[src/rtl/tlb_asid_if.sv]
// Shared types and the port bundle between the TLB and its client
// (AGU/fetch stage plus page walker and sfence sequencer).

package tlb_asid_pkg;

  // Leaf PTE as reported by the page walker.
  // pgsize: 2 = 4K, 1 = 2M, 0 (or 3) = 1G.
  typedef struct packed {
    logic [63:0] paddr;
    logic [1:0]  pgsize;
    logic        d;
    logic        u;
    logic        x;
    logic        w;
    logic        r;
  } page_walk_rsp_t;

endpackage

interface tlb_asid_if #(
  parameter int ASID_W = 16
);
  import tlb_asid_pkg::*;

  // Translation context
  logic              active;
  logic [1:0]        priv;
  logic              sum;

  // Lookup request / registered response
  logic              req;
  logic [63:0]       va;
  logic [ASID_W-1:0] asid;
  logic              is_store;
  logic              hit;
  logic              fault;
  logic [63:0]       pa;
  logic              dirty;

  // Refill from the page walker
  logic              replace;
  logic [63:0]       replace_va;
  logic [ASID_W-1:0] replace_asid;
  logic              replace_global;
  page_walk_rsp_t    page_walk_rsp;

  // sfence.vma handshake
  logic              flush_req;
  logic              flush_va_valid;
  logic [63:0]       flush_va;
  logic              flush_asid_valid;
  logic [ASID_W-1:0] flush_asid;
  logic              flush_ack;

  modport master (
    output active, priv, sum,
    output req, va, asid, is_store,
    input  hit, fault, pa, dirty,
    output replace, replace_va, replace_asid, replace_global, page_walk_rsp,
    output flush_req, flush_va_valid, flush_va, flush_asid_valid, flush_asid,
    input  flush_ack
  );

  modport slave (
    input  active, priv, sum,
    input  req, va, asid, is_store,
    output hit, fault, pa, dirty,
    input  replace, replace_va, replace_asid, replace_global, page_walk_rsp,
    input  flush_req, flush_va_valid, flush_va, flush_asid_valid, flush_asid,
    output flush_ack
  );

endinterface

[src/rtl/tlb_asid.sv]
// Fully-associative Sv39 TLB with ASID-tagged and global entries,
// selective sfence.vma flush, tree-PLRU replacement (invalid-first fill),
// duplicate-free refill and a registered permission-fault check.

module tlb_asid
  import tlb_asid_pkg::*;
#(
  parameter int LG_N   = 3,
  parameter int ASID_W = 16,
  parameter int ISIDE  = 0
) (
  input  logic     clk,
  input  logic     reset,
  tlb_asid_if.slave bus
);

  localparam int N = 1 << LG_N;

  // Entry storage: control (valid) is reset, payload is not
  logic [N-1:0]      ent_vld;
  logic [N-1:0]      ent_g;
  logic [ASID_W-1:0] ent_asid [N];
  logic [26:0]       ent_vpn  [N];
  logic [1:0]        ent_size [N];
  logic [51:0]       ent_ppn  [N];
  logic [N-1:0]      ent_d, ent_u, ent_x, ent_w, ent_r;

  logic [N-2:0]      plru, plru_nxt;

  // Flush request latched for execution in the following cycle
  logic              fl_pend;
  logic              fl_va_vld;
  logic [26:0]       fl_vpn;
  logic              fl_asid_vld;
  logic [ASID_W-1:0] fl_asid;

  // Lookup stage outputs
  logic              hit_p1, fault_p1, dirty_p1;
  logic [63:0]       pa_p1;

  logic [N-1:0]      lk_match, rf_match, fl_kill;
  logic [LG_N-1:0]   lk_idx, rf_idx;
  logic              lk_hit;
  logic              rf_en;
  logic              hit_p0, fault_p0, dirty_p0;
  logic [63:0]       pa_p0;

  // Address bits outside the Sv39 VPN / page offset are not needed here
  logic unused_bits;
  assign unused_bits = ^{bus.replace_va[63:39], bus.replace_va[11:0],
                         bus.flush_va[63:39], bus.flush_va[11:0],
                         bus.page_walk_rsp.paddr[11:0]};

  // VPN compare honouring the entry's page size.
  function automatic logic vtag_eq(input logic [26:0] vpn, input logic [1:0] size,
                                   input logic [26:0] a);
    logic eq;
    case (size)
      2'd2:    eq = (a == vpn);
      2'd1:    eq = (a[26:9] == vpn[26:9]);
      default: eq = (a[26:18] == vpn[26:18]);
    endcase
    return eq;
  endfunction

  // Physical address: PPN bits above the page offset, VA bits inside it.
  function automatic logic [63:0] merge_pa(input logic [51:0] ppn, input logic [1:0] size,
                                           input logic [29:0] off);
    logic [63:0] p;
    case (size)
      2'd2:    p = {ppn, off[11:0]};
      2'd1:    p = {ppn[51:9], off[20:0]};
      default: p = {ppn[51:18], off[29:0]};
    endcase
    return p;
  endfunction

  // Permission violation for a hit entry.
  function automatic logic perm_fault(input logic [1:0] prv, input logic sm,
                                      input logic fetch, input logic store,
                                      input logic d, input logic u, input logic x,
                                      input logic w, input logic r);
    logic f;
    if (fetch)      f = ~x;
    else if (store) f = ~(w & d);
    else            f = ~r;
    if (prv == 2'd0 && !u) f = 1'b1;
    if (prv == 2'd1 && u && (fetch || !sm)) f = 1'b1;
    return f;
  endfunction

  // Lowest set bit index (lowest index wins on multiple matches).
  function automatic logic [LG_N-1:0] first_set(input logic [N-1:0] v);
    logic [LG_N-1:0] r;
    r = '0;
    for (int i = N - 1; i >= 0; i--)
      if (v[i]) r = LG_N'(i);
    return r;
  endfunction

  // Tree PLRU: node k lives in bit k-1; each bit points toward the colder half.
  function automatic logic [N-2:0] plru_touch(input logic [N-2:0] bits,
                                              input logic [LG_N-1:0] idx);
    logic [N-2:0] b;
    int node;
    b = bits;
    node = 1;
    for (int lvl = LG_N - 1; lvl >= 0; lvl--) begin
      b[node-1] = ~idx[lvl];
      node = 2 * node + int'(idx[lvl]);
    end
    return b;
  endfunction

  function automatic logic [LG_N-1:0] plru_victim(input logic [N-2:0] bits);
    int node;
    node = 1;
    for (int lvl = 0; lvl < LG_N; lvl++)
      node = 2 * node + int'(bits[node-1]);
    return LG_N'(node - N);
  endfunction

  // Per-entry match vectors for lookup, refill dedup and flush selection
  always_comb begin
    lk_match = '0;
    rf_match = '0;
    fl_kill  = '0;
    for (int i = 0; i < N; i++) begin
      lk_match[i] = ent_vld[i] & (ent_g[i] | (ent_asid[i] == bus.asid)) &
                    vtag_eq(ent_vpn[i], ent_size[i], bus.va[38:12]);
      rf_match[i] = ent_vld[i] & (ent_g[i] | (ent_asid[i] == bus.replace_asid)) &
                    vtag_eq(ent_vpn[i], ent_size[i], bus.replace_va[38:12]);
      fl_kill[i]  = ent_vld[i] &
                    (~fl_va_vld | vtag_eq(ent_vpn[i], ent_size[i], fl_vpn)) &
                    (~fl_asid_vld | (~ent_g[i] & (ent_asid[i] == fl_asid)));
    end
  end

  // Refill target selection and acceptance (dropped while a flush is in flight)
  always_comb begin
    rf_en = bus.replace & ~bus.flush_req & ~fl_pend;
    if (|rf_match)      rf_idx = first_set(rf_match);
    else if (~&ent_vld) rf_idx = first_set(~ent_vld);
    else                rf_idx = plru_victim(plru);
  end

  // Lookup result computed ahead of the output register
  always_comb begin
    lk_idx   = first_set(lk_match);
    lk_hit   = bus.active & bus.req & (|lk_match);
    hit_p0   = ~bus.active | lk_hit;
    pa_p0    = '0;
    fault_p0 = 1'b0;
    dirty_p0 = 1'b0;
    if (!bus.active) begin
      pa_p0 = bus.va;
    end else if (lk_hit) begin
      pa_p0    = merge_pa(ent_ppn[lk_idx], ent_size[lk_idx], bus.va[29:0]);
      dirty_p0 = ent_d[lk_idx];
      fault_p0 = perm_fault(bus.priv, bus.sum, ISIDE != 0,
                            (ISIDE == 0) & bus.is_store,
                            ent_d[lk_idx], ent_u[lk_idx], ent_x[lk_idx],
                            ent_w[lk_idx], ent_r[lk_idx]);
    end
  end

  // PLRU next state: lookup touch first, refill touch applied on top
  always_comb begin
    plru_nxt = plru;
    if (lk_hit) plru_nxt = plru_touch(plru_nxt, lk_idx);
    if (rf_en)  plru_nxt = plru_touch(plru_nxt, rf_idx);
  end

  // ---- stage p1: registered lookup response ----
  always_ff @(posedge clk) begin
    if (reset) begin
      hit_p1   <= 1'b0;
      fault_p1 <= 1'b0;
      pa_p1    <= '0;
      dirty_p1 <= 1'b0;
    end else begin
      hit_p1   <= hit_p0;
      fault_p1 <= fault_p0;
      pa_p1    <= pa_p0;
      dirty_p1 <= dirty_p0;
    end
  end

  // Valid bits: flush invalidation, else refill install
  always_ff @(posedge clk) begin
    if (reset)        ent_vld <= '0;
    else if (fl_pend) ent_vld <= ent_vld & ~fl_kill;
    else if (rf_en)   ent_vld[rf_idx] <= 1'b1;
  end

  // Entry payload write on accepted refill
  always_ff @(posedge clk) begin
    if (rf_en) begin
      ent_g[rf_idx]    <= bus.replace_global;
      ent_asid[rf_idx] <= bus.replace_asid;
      ent_vpn[rf_idx]  <= bus.replace_va[38:12];
      ent_size[rf_idx] <= bus.page_walk_rsp.pgsize;
      ent_ppn[rf_idx]  <= bus.page_walk_rsp.paddr[63:12];
      ent_d[rf_idx]    <= bus.page_walk_rsp.d;
      ent_u[rf_idx]    <= bus.page_walk_rsp.u;
      ent_x[rf_idx]    <= bus.page_walk_rsp.x;
      ent_w[rf_idx]    <= bus.page_walk_rsp.w;
      ent_r[rf_idx]    <= bus.page_walk_rsp.r;
    end
  end

  // PLRU state register
  always_ff @(posedge clk) begin
    if (reset) plru <= '0;
    else       plru <= plru_nxt;
  end

  // Flush pending flag; a request arriving while pending is merged into it
  always_ff @(posedge clk) begin
    if (reset)              fl_pend <= 1'b0;
    else if (fl_pend)       fl_pend <= 1'b0;
    else if (bus.flush_req) fl_pend <= 1'b1;
  end

  // Flush operands captured with the request that arms the flush
  always_ff @(posedge clk) begin
    if (bus.flush_req && !fl_pend) begin
      fl_va_vld   <= bus.flush_va_valid;
      fl_vpn      <= bus.flush_va[38:12];
      fl_asid_vld <= bus.flush_asid_valid;
      fl_asid     <= bus.flush_asid;
    end
  end

  assign bus.hit       = hit_p1;
  assign bus.fault     = fault_p1;
  assign bus.pa        = pa_p1;
  assign bus.dirty     = dirty_p1;
  // Ack coincides with the invalidation cycle; a reset in that cycle abandons it
  assign bus.flush_ack = fl_pend & ~reset;

endmodule

[src/flat_wrapper.sv]
// flat-port wrapper written by rule: the top's interface ports become plain ports
module tlb_asid_flat import tlb_asid_pkg::*;
#(
  parameter int LG_N   = 3,
  parameter int ASID_W = 16,
  parameter int ISIDE  = 0
)
  (clk, reset, bus_active, bus_priv, bus_sum, bus_req, bus_va, bus_asid, bus_is_store, bus_hit, bus_fault, bus_pa, bus_dirty, bus_replace, bus_replace_va, bus_replace_asid, bus_replace_global, bus_page_walk_rsp, bus_flush_req, bus_flush_va_valid, bus_flush_va, bus_flush_asid_valid, bus_flush_asid, bus_flush_ack);
  tlb_asid_if #(.ASID_W(ASID_W)) bus_i ();
  input  logic clk;
  input  logic reset;
  input wire logic [$bits(bus_i.active)-1:0] bus_active;
  input wire logic [$bits(bus_i.priv)-1:0] bus_priv;
  input wire logic [$bits(bus_i.sum)-1:0] bus_sum;
  input wire logic [$bits(bus_i.req)-1:0] bus_req;
  input wire logic [$bits(bus_i.va)-1:0] bus_va;
  input wire logic [$bits(bus_i.asid)-1:0] bus_asid;
  input wire logic [$bits(bus_i.is_store)-1:0] bus_is_store;
  output wire logic [$bits(bus_i.hit)-1:0] bus_hit;
  output wire logic [$bits(bus_i.fault)-1:0] bus_fault;
  output wire logic [$bits(bus_i.pa)-1:0] bus_pa;
  output wire logic [$bits(bus_i.dirty)-1:0] bus_dirty;
  input wire logic [$bits(bus_i.replace)-1:0] bus_replace;
  input wire logic [$bits(bus_i.replace_va)-1:0] bus_replace_va;
  input wire logic [$bits(bus_i.replace_asid)-1:0] bus_replace_asid;
  input wire logic [$bits(bus_i.replace_global)-1:0] bus_replace_global;
  input wire logic [$bits(bus_i.page_walk_rsp)-1:0] bus_page_walk_rsp;
  input wire logic [$bits(bus_i.flush_req)-1:0] bus_flush_req;
  input wire logic [$bits(bus_i.flush_va_valid)-1:0] bus_flush_va_valid;
  input wire logic [$bits(bus_i.flush_va)-1:0] bus_flush_va;
  input wire logic [$bits(bus_i.flush_asid_valid)-1:0] bus_flush_asid_valid;
  input wire logic [$bits(bus_i.flush_asid)-1:0] bus_flush_asid;
  output wire logic [$bits(bus_i.flush_ack)-1:0] bus_flush_ack;
  assign bus_i.active = bus_active;
  assign bus_i.priv = bus_priv;
  assign bus_i.sum = bus_sum;
  assign bus_i.req = bus_req;
  assign bus_i.va = bus_va;
  assign bus_i.asid = bus_asid;
  assign bus_i.is_store = bus_is_store;
  assign bus_hit = bus_i.hit;
  assign bus_fault = bus_i.fault;
  assign bus_pa = bus_i.pa;
  assign bus_dirty = bus_i.dirty;
  assign bus_i.replace = bus_replace;
  assign bus_i.replace_va = bus_replace_va;
  assign bus_i.replace_asid = bus_replace_asid;
  assign bus_i.replace_global = bus_replace_global;
  assign bus_i.page_walk_rsp = bus_page_walk_rsp;
  assign bus_i.flush_req = bus_flush_req;
  assign bus_i.flush_va_valid = bus_flush_va_valid;
  assign bus_i.flush_va = bus_flush_va;
  assign bus_i.flush_asid_valid = bus_flush_asid_valid;
  assign bus_i.flush_asid = bus_flush_asid;
  assign bus_flush_ack = bus_i.flush_ack;
  tlb_asid #(.LG_N(LG_N), .ASID_W(ASID_W), .ISIDE(ISIDE)) u_core (.clk(clk), .reset(reset), .bus(bus_i));
endmodule
[config.mk]
export PLATFORM = sky130hd
export DESIGN_NAME = tlb_asid_flat
export DESIGN_NICKNAME = d
export VERILOG_FILES = /design/src/rtl/tlb_asid_if.sv /design/src/rtl/tlb_asid.sv /design/src/flat_wrapper.sv
export SDC_FILE = /design/constraint.sdc
export NUM_CORES = 2
export LEC_CHECK = 0
export BUFFER_PORTS_ARGS = -buffer_cell sky130_fd_sc_hd__buf_2
export CORE_MARGIN = 10
export CORE_UTILIZATION = 50
export CTS_BUF_LIST = sky130_fd_sc_hd__clkbuf_8
export CTS_CLUSTER_SIZE = 8
export DETAILED_ROUTE_END_ITERATION = 10
export PLACE_DENSITY_LB_ADDON = 0.08
export REMOVE_ABC_BUFFERS = 1
export SLEW_MARGIN = 0
export SYNTH_ARGS = -nofsm -noshare
export SYNTH_HDL_FRONTEND = slang
export SYNTH_SLANG_ARGS = --single-unit
[constraint.sdc]
create_clock -name clk -period 20.4 [get_ports clk]
set_input_delay 2.04 -clock clk [delete_from_list [all_inputs] [get_ports clk]]
set_output_delay 2.04 -clock clk [all_outputs]
set_load 0.005 [all_outputs]
==> impl_metrics.yaml <==
clocking:
  clock_latency_ns: 0.87
  cts_resized: 0
  tritoncts: "built"
  cts_setup_buffers: 0
  clockRootBuffer: "clkbuf_8"
  clockBufferDepth: 3
  cts_max_level: 4
  postCtsHoldBufs: 0
  clk_pin_slew_ns: 0.06
  cts_buffers: 163
  clock_sinks: 944
die:
  die_x_um: 322.9
  core_um2: 91390
  die_y_um: 322.9
  io-pin-count: 392
  initial_core_util: 0.5021
  rows: 111
  die_area_um2: 104300
yosys:
  yosysSeqAreaShare: 0.5997
  yosysUniqueCellTypes: 67
  synth-edff-count: 861
  synth_area_um2: 45890
  async_reset_ff_frac: 0
  post_synth.cell_area_avg_um2: 12.70
  yosys_warnings: 0
  synthesis.instances: 3614
  synth-seq-cells: 944
  synth_ff_type: "edfxtp_1"
pwr:
  p_per_area_nw_per_um2: 78.90
  irDropWorstVdd_mv: 0.06086
  cellLeakagePower_nw: 18.16
  power_mw: 4.054
timing:
  min_period_ns: 6.909
  max_freq_ghz: 0.1447
  final-hold-violation-count: 0
  finalSetupViolations: 0
  rsz0062_at_grt: "no"
  layout_setup_ws_ns: 13.49
  relSlewSlack: 0.1211
  drv_slew: 0
  worst_pin_slew_ns: 1.306
  period_share: 0.3387
  fin_tns_setup_ns: 0
  fin_skew_ns: 0.05302
detailed_routing:
  routedWlPerCell_um: 26.87
  dr_wl_met2_mm: 64.69
  drtIter0Drc: 2863
  highest_layer: "met5"
  totalWireLength_mm: 140.5
  routed-via-count: 29990
  wl_met1_mm: 59.74
  vias_per_cell: 5.736
  dr_wl_met3_mm: 11.78
  drcViolationCount: 0
  first_pass_iters: 5
  postRouteAntennaNets: 0
worst_setup_path:
  critical_path.startpoint: "bus_asid[11]"
  cp_max_fo: 43
  rr_startpoint: "u_core.ent_asid[0][8]$_DFFE_PP_"
  crit_path_end: "u_core.bus.pa[19]$_SDFF_PP0_"
  arrival_ns: 7.69
  reg2reg_to: "u_core.bus.pa[19]$_SDFF_PP0_"
  worstRegToRegCells: 17
  endpoint_kind: "flip-flop"
  r2r_slack_ns: 14.51
  cp.required_ns: 21.18
  crit_path_start_kind: "primary input"
  critical_path_class: "in -> reg"
layout:
  nNetsFinal: 4255
  post-route-util: 0.5622
  seq_area_um2: 27520
  synthToLayoutAreaGrowth_pct: 11.96
  final_layout_size_suffix_gt1_frac: 0.1418
  num-fill-cells: 7723
  multi_input_area_um2: 17240
grt:
  track_usage: 0.2647
  grt_first_pass_wirelength_mm: 201.7
  grt_pass1_vias: 29610
  grt_max_degree: 86
  overflow: 0
  grt_antenna_before_repair: 32
placement:
  place_ws_ns: 12.74
  numPortBuffers: 304
  dpl.hpwl_mm: 87.73
  gp_congestion: 0.8888
outcome:
  outcome: "finished, final reports clean"
hold_path:
  hold_path_class: "reg -> reg"
flow_run:
  cap_violations: 0
cell type report:
class / count / area share
Antenna cell: 8 / 0.0003897
Clock buffer: 178 / 0.04769
Clock inverter: 120 / 0.01196
Inverter: 66 / 0.005114
Multi-Input combinational cell: 2387 / 0.3356
Sequential cell: 944 / 0.5356
Tap cell: 1186 / 0.02888
Timing Repair Buffer: 339 / 0.03473
metrics by stage:
stage / hold slack [ns] / std cells / cell area, um2
after floorplan: 0.4774 / 3397 / 44950
after global placement: 0.5504 / 4922 / 48290
after detailed placement: 0.5489 / 4922 / 48290
after CTS: 0.5588 / 5220 / 51360
after global routing: 0.5931 / 5225 / 51370
final: 0.5548 / 5228 / 51380
cell usage after synthesis (3+ instances only):
| cell type | instances | area [um2] |
|---|---|---|
| a211oi_1 | 22 | 165.2 |
| a21oi_1 | 74 | 370.4 |
| a221oi_1 | 24 | 210.2 |
| a311oi_1 | 7 | 61.31 |
| a31oi_1 | 34 | 212.7 |
| a41o_1 | 8 | 80.08 |
| a41oi_1 | 30 | 262.8 |
| and2_0 | 5 | 31.28 |
| and2_1 | 16 | 100.1 |
| and3_1 | 70 | 437.9 |
| buf_1 | 18 | 67.56 |
| buf_2 | 57 | 285.3 |
| buf_4 | 10 | 75.07 |
| clkbuf_1 | 130 | 488.0 |
| dfxtp_1 | 83 | 1662 |
| edfxtp_1 | 861 | 25850 |
| ha_1 | 30 | 375.4 |
| inv_1 | 66 | 247.7 |
| mux2i_1 | 93 | 930.9 |
| nand2_1 | 350 | 1314 |
| nand3_1 | 30 | 150.1 |
| nand4_1 | 108 | 675.7 |
| nor2_1 | 73 | 274.0 |
| nor2b_1 | 10 | 62.56 |
| nor3_1 | 41 | 205.2 |
| nor4_1 | 167 | 1045 |
| o2111ai_1 | 9 | 78.83 |
| o211ai_1 | 9 | 67.56 |
| o21a_1 | 3 | 22.52 |
| o21ai_0 | 14 | 70.07 |
| o21ai_1 | 21 | 105.1 |
| o22ai_1 | 38 | 237.7 |
| o41ai_1 | 9 | 78.83 |
| or2_2 | 3 | 18.77 |
| or3_1 | 15 | 93.84 |
| or4_1 | 5 | 37.54 |
| xnor2_1 | 393 | 3442 |
| xor2_1 | 639 | 5597 |
cells by family after synthesis:
| logic type | after synthesis | share of synthesized area |
|---|---|---|
| xor gates and xnor gates | 1032 | 0.1970 |
| DFF | 944 | 0.5997 |
| and+or+nand+nor | 905 | 0.09985 |
| AOI/OAI and AO/OA | 325 | 0.04870 |
| buffers and inverters | 283 | 0.02585 |
| muxes | 95 | 0.02078 |
| adders and majority gates | 30 | 0.008180 |
registers in the layout, indices dropped and copies added, names as in the netlist, 16 cells and up:
register	flops
u_core.ent_size	16
u_core.ent_vpn	216
u_core.fl_vpn	27
u_core.fl_asid	16
u_core.bus.pa	64
u_core.ent_ppn	416
u_core.ent_asid	128
metal layers:
| layer | up-vias | track usage |
|---|---|---|
| met1 | 14830 | 0.3595 |
| met4 | 44 | 0.08646 |
| met2 | 1171 | 0.4145 |
| met5 | - | 0 |
| met3 | 277 | 0.06460 |
| li1 | 13660 | - |
placed cells by master, fill, tap and decap left out, types with 9 or more instances in the layout:
| cell type | synthesis | routed |
|---|---|---|
| clkinv_2 | 0 | 11 |
| a211oi_1 | 22 | 22 |
| a221oi_1 | 24 | 24 |
| dfxtp_1 | 83 | 83 |
| edfxtp_1 | 861 | 861 |
| inv_1 | 66 | 133 |
| and3_1 | 70 | 67 |
| clkinv_1 | 0 | 25 |
| a31oi_1 | 34 | 34 |
| nand3_1 | 30 | 29 |
| nor2_1 | 73 | 71 |
| ha_1 | 30 | 30 |
| mux2i_1 | 93 | 93 |
| nand4_1 | 108 | 108 |
| o21ai_1 | 21 | 21 |
| xor2_1 | 639 | 639 |
| nor2b_1 | 10 | 9 |
| o41ai_1 | 9 | 9 |
| or3_1 | 15 | 15 |
| o22ai_1 | 38 | 38 |
| nor4_1 | 167 | 167 |
| nand2_1 | 350 | 349 |
| o21ai_0 | 14 | 14 |
| nor3_1 | 41 | 38 |
| xnor2_1 | 393 | 393 |
| buf_2 | 57 | 304 |
| o211ai_1 | 9 | 9 |
| o2111ai_1 | 9 | 9 |
| a41oi_1 | 30 | 30 |
| clkbuf_8 | 0 | 178 |
| buf_4 | 10 | 35 |
| a21oi_1 | 74 | 74 |
| and2_1 | 16 | 16 |
worst min path at each step:
stage               cells after the start                           start                        endpoint
global route                            2  u_core.ent_vld[7]$_SDFFE_PP0P_  u_core.ent_vld[7]$_SDFFE_PP0P_
CTS                                     2  u_core.ent_vld[7]$_SDFFE_PP0P_  u_core.ent_vld[7]$_SDFFE_PP0P_
global placement                        2  u_core.ent_vld[7]$_SDFFE_PP0P_  u_core.ent_vld[7]$_SDFFE_PP0P_
floorplan                               2  u_core.ent_vld[7]$_SDFFE_PP0P_  u_core.ent_vld[7]$_SDFFE_PP0P_
finish                                  2  u_core.ent_vld[7]$_SDFFE_PP0P_  u_core.ent_vld[7]$_SDFFE_PP0P_
detailed placement                      2  u_core.ent_vld[7]$_SDFFE_PP0P_  u_core.ent_vld[7]$_SDFFE_PP0P_
power breakdown:
part | switching, mW | internal [mW]
Combinational | 0.161 | 0.0935
Sequential | 0.0422 | 2.14
Clock | 0.794 | 0.825
critical path, cell delays in order:
cell,delay (ns)
buf_2,0.36
xor2_1,0.12
nor4_1,0.41
a41oi_1,0.51
nor4_4,0.79
nor2b_1,0.39
and3_2,0.28
buf_4,0.29
inv_1,0.25
buf_4,0.46
o211ai_1,0.17
o21ai_1,0.16
inv_1,0.07
ha_1,0.31
o21ai_0,0.09
a21oi_1,0.65
nand2_1,0.14
o21ai_1,0.11
(Power assumes the default switching activity.)
